`config.mk`:
```
export PLATFORM = sky130hd
export DESIGN_NAME = ram_arbiter
export DESIGN_NICKNAME = d
export VERILOG_FILES = /design/src/rtl/ram_arb_pkg.sv /design/src/rtl/rr_arbiter.sv /design/src/rtl/ram_arbiter.sv
export SDC_FILE = /design/constraint.sdc
export NUM_CORES = 1
export LEC_CHECK = 0
export ABC_CLOCK_PERIOD_IN_PS = 2200
export CORE_AREA = 2 2 165 167
export CTS_BUF_LIST = sky130_fd_sc_hd__clkbuf_2 sky130_fd_sc_hd__clkbuf_4 sky130_fd_sc_hd__clkbuf_8
export DETAILED_ROUTE_END_ITERATION = 10
export DIE_AREA = 0 0 167 169
export PLACE_DENSITY_LB_ADDON = 0.12
export SKIP_LAST_GASP = 1
export SYNTH_ARGS = -nofsm -noshare
export SYNTH_HDL_FRONTEND = slang
export SYNTH_SLANG_ARGS = --single-unit
```
`constraint.sdc`:
```
create_clock -name clk -period 2.2 [get_ports clk]
set_input_delay 0.44 -clock clk [delete_from_list [all_inputs] [get_ports clk]]
set_output_delay 0.44 -clock clk [all_outputs]
set_load 0.005 [all_outputs]
```
`src/rtl/ram_arb_pkg.sv`:
```
// Shared types and sizing helpers for the RAM-protocol arbiter.
package ram_arb_pkg;

  typedef enum logic [1:0] {
    ST_IDLE = 2'd0,
    ST_REQ  = 2'd1,
    ST_RESP = 2'd2
  } state_t;

  // Grant index width; a single-bit index is kept even for degenerate sizes.
  function automatic int idx_width(input int n);
    return (n > 1) ? $clog2(n) : 1;
  endfunction

  function automatic int cnt_width(input int t);
    return (t > 0) ? $clog2(t + 1) : 1;
  endfunction

endpackage

```
`src/rtl/rr_arbiter.sv`:
```
// Combinational round-robin pick: search starts one past the last granted port.
module rr_arbiter
  import ram_arb_pkg::*;
#(
  parameter int N  = 4,
  parameter int IW = idx_width(N)
) (
  input  logic [N-1:0]  req,
  input  logic [IW-1:0] last,
  output logic [N-1:0]  grant_oh,
  output logic [IW-1:0] grant_idx,
  output logic          any
);

  logic [IW-1:0] pos;
  logic          found;

  always_comb begin
    grant_oh  = '0;
    grant_idx = '0;
    found     = 1'b0;
    pos       = '0;
    for (int k = 1; k <= N; k++) begin
      pos = IW'((int'(last) + k) % N);
      if (!found && req[pos]) begin
        found         = 1'b1;
        grant_idx     = pos;
        grant_oh[pos] = 1'b1;
      end
    end
    any = |req;
  end

endmodule

```
`src/rtl/ram_arbiter.sv`:
```
// Multiplexes NUM_PORTS upstream RAM-protocol masters onto one downstream port,
// one request at a time, with round-robin fairness and an optional busy timeout.
module ram_arbiter
  import ram_arb_pkg::*;
#(
  parameter int NUM_PORTS      = 4,
  parameter int ADDR_WIDTH     = 32,
  parameter int DATA_WIDTH     = 32,
  parameter int TIMEOUT_CYCLES = 16
) (
  input  logic                                       clk,
  input  logic                                       rst,
  input  logic [NUM_PORTS-1:0]                       s_en,
  input  logic [NUM_PORTS-1:0][DATA_WIDTH/8-1:0]     s_we,
  input  logic [NUM_PORTS-1:0][ADDR_WIDTH-1:0]       s_addr,
  input  logic [NUM_PORTS-1:0][DATA_WIDTH-1:0]       s_din,
  output logic [NUM_PORTS-1:0]                       s_busy,
  output logic [NUM_PORTS-1:0]                       s_ack,
  output logic [DATA_WIDTH-1:0]                      s_dout,
  output logic [NUM_PORTS-1:0]                       s_err,
  output logic                                       m_en,
  output logic [DATA_WIDTH/8-1:0]                    m_we,
  output logic [ADDR_WIDTH-1:0]                      m_addr,
  output logic [DATA_WIDTH-1:0]                      m_din,
  input  logic                                       m_busy,
  input  logic [DATA_WIDTH-1:0]                      m_dout,
  input  logic                                       m_err,
  output logic [1:0]                                 dbg_state
);

  localparam int IW = idx_width(NUM_PORTS);
  localparam int CW = cnt_width(TIMEOUT_CYCLES);

  // Handshake: a request completes in the cycle s_en=1 and s_busy=0 on both
  // sides; the response (s_ack/s_err/s_dout) follows exactly one cycle later.

  state_t               state, state_d;
  logic [IW-1:0]        grant, grant_d;
  logic [NUM_PORTS-1:0] grant_oh, grant_oh_d;
  logic [IW-1:0]        last, last_d;
  logic [CW-1:0]        cnt, cnt_d;
  logic                 timed_out, timed_out_d;
  logic                 timeout_hit;

  logic [NUM_PORTS-1:0] arb_oh;
  logic [IW-1:0]        arb_idx;
  logic                 arb_any;

  rr_arbiter #(
    .N  (NUM_PORTS),
    .IW (IW)
  ) u_rr (
    .req       (s_en),
    .last      (last),
    .grant_oh  (arb_oh),
    .grant_idx (arb_idx),
    .any       (arb_any)
  );

  assign timeout_hit = (TIMEOUT_CYCLES != 0) && (cnt == CW'(TIMEOUT_CYCLES));
  assign dbg_state   = state;

  always_ff @(posedge clk) begin
    if (rst) begin
      state     <= ST_IDLE;
      grant     <= '0;
      grant_oh  <= '0;
      last      <= IW'(NUM_PORTS - 1);
      cnt       <= '0;
      timed_out <= 1'b0;
    end else begin
      state     <= state_d;
      grant     <= grant_d;
      grant_oh  <= grant_oh_d;
      last      <= last_d;
      cnt       <= cnt_d;
      timed_out <= timed_out_d;
    end
  end

  always_comb begin
    state_d     = state;
    grant_d     = grant;
    grant_oh_d  = grant_oh;
    last_d      = last;
    cnt_d       = cnt;
    timed_out_d = timed_out;
    m_en        = 1'b0;
    m_we        = '0;
    m_addr      = s_addr[grant];
    m_din       = s_din[grant];
    s_busy      = '1;
    s_ack       = '0;
    s_err       = '0;
    s_dout      = '0;

    case (state)
      ST_REQ: begin
        m_we = s_we[grant];
        m_en = !timeout_hit;
        if (timeout_hit || !m_busy) begin
          s_busy      = ~grant_oh;
          state_d     = ST_RESP;
          timed_out_d = timeout_hit;
        end else if (cnt != '1) begin
          cnt_d = cnt + 1'b1;
        end
      end
      ST_RESP: begin
        // A timed-out transfer reports an error with zero data, whatever downstream says.
        s_ack  = grant_oh;
        s_err  = (timed_out || m_err) ? grant_oh : '0;
        s_dout = timed_out ? '0 : m_dout;
      end
      default: ;
    endcase

    if (state != ST_REQ) begin
      if (arb_any) begin
        state_d     = ST_REQ;
        grant_d     = arb_idx;
        grant_oh_d  = arb_oh;
        last_d      = arb_idx;
        cnt_d       = '0;
        timed_out_d = 1'b0;
      end else begin
        state_d = ST_IDLE;
      end
    end
  end

endmodule
```
==> results.json <==
{
  "violations": "negative setup slack",
  "grt_util_met2": 0.308,
  "drcViolationCount": 0,
  "syn_area_um2": 3130,
  "path_class": "reg2out",
  "syn-num-nets": 602,
  "cts_num_sinks": 16,
  "crit_path_max_fanout": 9,
  "cpPeakStageDelay_ns": 0.50,
  "cp-endpoint": "m_addr[29]",
  "ys_seq_area_frac": 0.102,
  "cts_tree": "built",
  "use_met3": 0.0397,
  "gp_congestion": 0.972,
  "synth_top_area_cell": "mux4_2",
  "crit_start": "grant[0]",
  "critPathCaptureType": "output port",
  "p_seq_frac": 0.103,
  "holdBufCountCts": 0,
  "die_x_um": 167,
  "drv_cap": 0,
  "grt-ovfl-total": 0,
  "internal_power_w": 0.00239,
  "postRouteAntennaNets": 0,
  "switching_share": 0.357,
  "fp.dieArea_um2": 28200,
  "setup_slack_ns": -0.0350,
  "leakage_nw": 3.72,
  "maxSlewViolCount": 0,
  "cp_num_cells": 5,
  "insertion_delay_ns": 0.24,
  "numCtsBuffers": 3,
  "drt-wirelength-per-cell_um": 21.8,
  "post-place-ws_ns": -0.427,
  "ys_ff_latch": 16,
  "track_usage": 0.158,
  "fillers": 2763,
  "cp.arrival_ns": 1.80,
  "p_switching_w": 0.00133,
  "num_vias": 4467,
  "syn_inst": 280,
  "crit_slowest_cell": "mux4_2",
  "reg2reg_slack_ns": 0.25,
  "grt_max_degree": 31,
  "comb_power_share": 0.837,
  "clockRootBuffer": "clkbuf_8",
  "p_per_area_nw_per_um2": 443,
  "io_buffers": 426,
  "ys_top_cells_by_area": "mux4_2 (50%), dfxtp_1 (10%), and2_1 (9.0%)",
  "synth_top_area_share": 0.496,
  "area_delta_synth_final_pct": 168,
  "rsz0062_at_grt": "yes",
  "core_area_um2": 26500,
  "cts.clk_slew.worst_paths_ns": 0.06,
  "status": "complete, but fails checks",
  "antenna_found_initial": 3,
  "grt_pass1_vias": 4750,
  "grt_pass1_wl_um": 33300,
  "dp_hpwl_um": 20500,
  "hold_path.class": "reg2reg",
  "required_ns": 1.76,
  "crit_top_cell": "buf_12",
  "r2r_start": "last[1]",
  "syn_avg_cell_area_um2": 11.2,
  "critPathBufInv": 4,
  "finalSetupViolations": 7,
  "relSlewSlack": 0.714,
  "hold_viol": 0,
  "drive_gt1_frac": 0.270,
  "r2r-end": "grant[1]",
  "use_met1": 0.178,
  "ys_types": 40,
  "start_util": 0.118,
  "worst_setup_path_start_kind": "flip-flop",
  "busiest_layer": "met2",
  "ios": 427,
  "cpLargestDelayFamily": "buffers and inverters",
  "fmaxAchievable_ghz": 0.447,
  "p_total_w": 0.00372,
  "dr.pass1.iters": 4,
  "period_share": 1.02,
  "ys.warnings.count": 0,
  "wirelength_um": 23900,
  "via_per_inst": 4.09,
  "vdd_ir_drop_max_mv": 0.247,
  "r2r_cells": 7,
  "dieHeight_um": 169,
  "path_cells": "buf_4 -> buf_12 -> buf_12 -> mux4_2 -> dlygate4sd2_1",
  "skew_ns": 0.000711,
  "layout_min_cycle_time_ns": 2.24,
  "pwr-share-clk": 0.060,
  "drtIter0Drc": 137,
  "num-nets-final": 1074,
  "num_rows": 60,
  "tightest_slew_ns": 0.428,
  "htree_levels": 1,
  "clockBufferDepth": 2
}
==> stage by stage <==
stage	instances	util	cell area, um2	TNS, ns	hold slack, ns
2_1_floorplan	280	-	3140	0	0.488
3_3_place_gp	1055	0.304	8050	-3.78	0.508
3_5_place_dp	1055	0.304	8050	-3.94	0.531
4_1_cts	1076	0.311	8240	-1.81	0.542
5_1_grt	1093	0.317	8390	-1.19	0.557
6_report	1093	0.317	8390	-0.116	0.538
==> kinds of logic (layout without fill, tap and decap cells) <==
kind of cell / Yosys count / in the layout / synth area share
mux: 72 / 72 / 0.505
buf+inv: 35 / 506 / 0.0511
xor+xnor: 1 / 1 / 0.00279
other cells: 0 / 1 / 0
compound gates: 44 / 44 / 0.109
fa+ha+maj: 10 / 10 / 0.0399
flops: 16 / 16 / 0.102
simple gates: 102 / 102 / 0.190
==> registers in the layout, summed over array words and instances, names as in the netlist <==
name	cells
timed_out	1
cnt	5
dbg_state	2
grant	2
last	2
grant_oh	4
==> worst reg2reg max path, stage by stage, from the launching register on <==
cell and delay (ns):
dfxtp_1 0.33, inv_1 0.09, ha_1 0.39, nor3b_1 0.28, nor3_2 0.09, a311oi_4 0.39, a211oi_2 0.15, nor3_2 0.16
==> metal layers <==
layer | vias up | share of wire
li1 | 2066 | -
met1 | 2188 | 0.37
met3 | 16 | 0.071
met5 | - | 0.00096
met2 | 193 | 0.55
met4 | 4 | 0.0076
==> final cells by class <==
cell class                      instances  area, um2  share of cell area
Antenna cell                            1       2.50            0.000298
Clock buffer                            3       41.3             0.00492
Clock inverter                          1       3.75            0.000447
Inverter                                6       22.5             0.00268
Multi-Input combinational cell        229       2680               0.320
Sequential cell                        16        333              0.0396
Tap cell                              341        427              0.0508
Timing Repair Buffer                  496       4880               0.582
==> layout by cell type, fill, tap and decap left out, types with 5 or more instances in the layout <==
cell             count
dlymetal6s2s_1      36
nand2_1             11
buf_4               48
inv_1                5
dfxtp_1             10
nand3_1              8
ha_1                10
nor3_1               5
clkbuf_2            16
mux4_2              69
and2_1              44
nor2_1              12
o21ai_0              7
buf_2               20
buf_8                5
o21bai_1             6
buf_6               11
dlygate4sd2_1       18
clkdlybuf4s50_1    320
buf_12               7
clkdlybuf4s15_1     12
a21oi_1             11
==> Yosys cell counts <==
cell type	instances
nor3_2	3
a41oi_2	4
nor3_1	5
o22ai_1	1
o21bai_1	6
nand4bb_1	1
clkbuf_1	16
nand3b_1	2
or3_1	1
inv_1	6
a21o_1	2
nand2_1	11
and2_1	45
mux4_2	69
a21oi_1	12
nor2_1	12
nand4b_1	1
o211ai_1	2
and3b_1	2
a221oi_1	1
xnor2_1	1
o22a_1	1
nor2b_1	4
dfxtp_1	16
o21ai_0	7
a2111oi_0	1
nand2b_1	1
nor3b_1	2
buf_2	11
a211oi_1	1
a311oi_4	1
buf_6	2
ha_1	10
o21a_1	1
or2b_1	2
and3_1	2
mux2i_1	3
a31oi_1	3
nand3_1	8
a211oi_2	1
==> repair_timing <==
item | in CTS | in global routing
cloned | 6 | 0
gates resized for setup | 186 | 77
setup endpoints to repair | 109 | 88
buffers inserted | 11 | 18
pin swaps | 1 | 1
==> how the worst min path moves through the flow <==
stage	start	endpoint	depth (start not counted)
floorplan	cnt[3]	cnt[3]	2
global placement	cnt[3]	cnt[3]	2
detailed placement	cnt[3]	cnt[3]	2
CTS	cnt[3]	cnt[3]	2
global route	cnt[3]	cnt[3]	2
finish	cnt[3]	cnt[3]	2
==> power by group through the flow <==
stage                     Combinational, W  Clock, W  Sequential (W)
after floorplan                    0.00135         0        0.000361
after global placement             0.00315         0        0.000421
after detailed placement           0.00316         0        0.000423
after CTS                          0.00318  0.000235        0.000393
after global routing               0.00334  0.000248        0.000394
final                              0.00312  0.000224        0.000384
(Power assumes the default switching activity.)
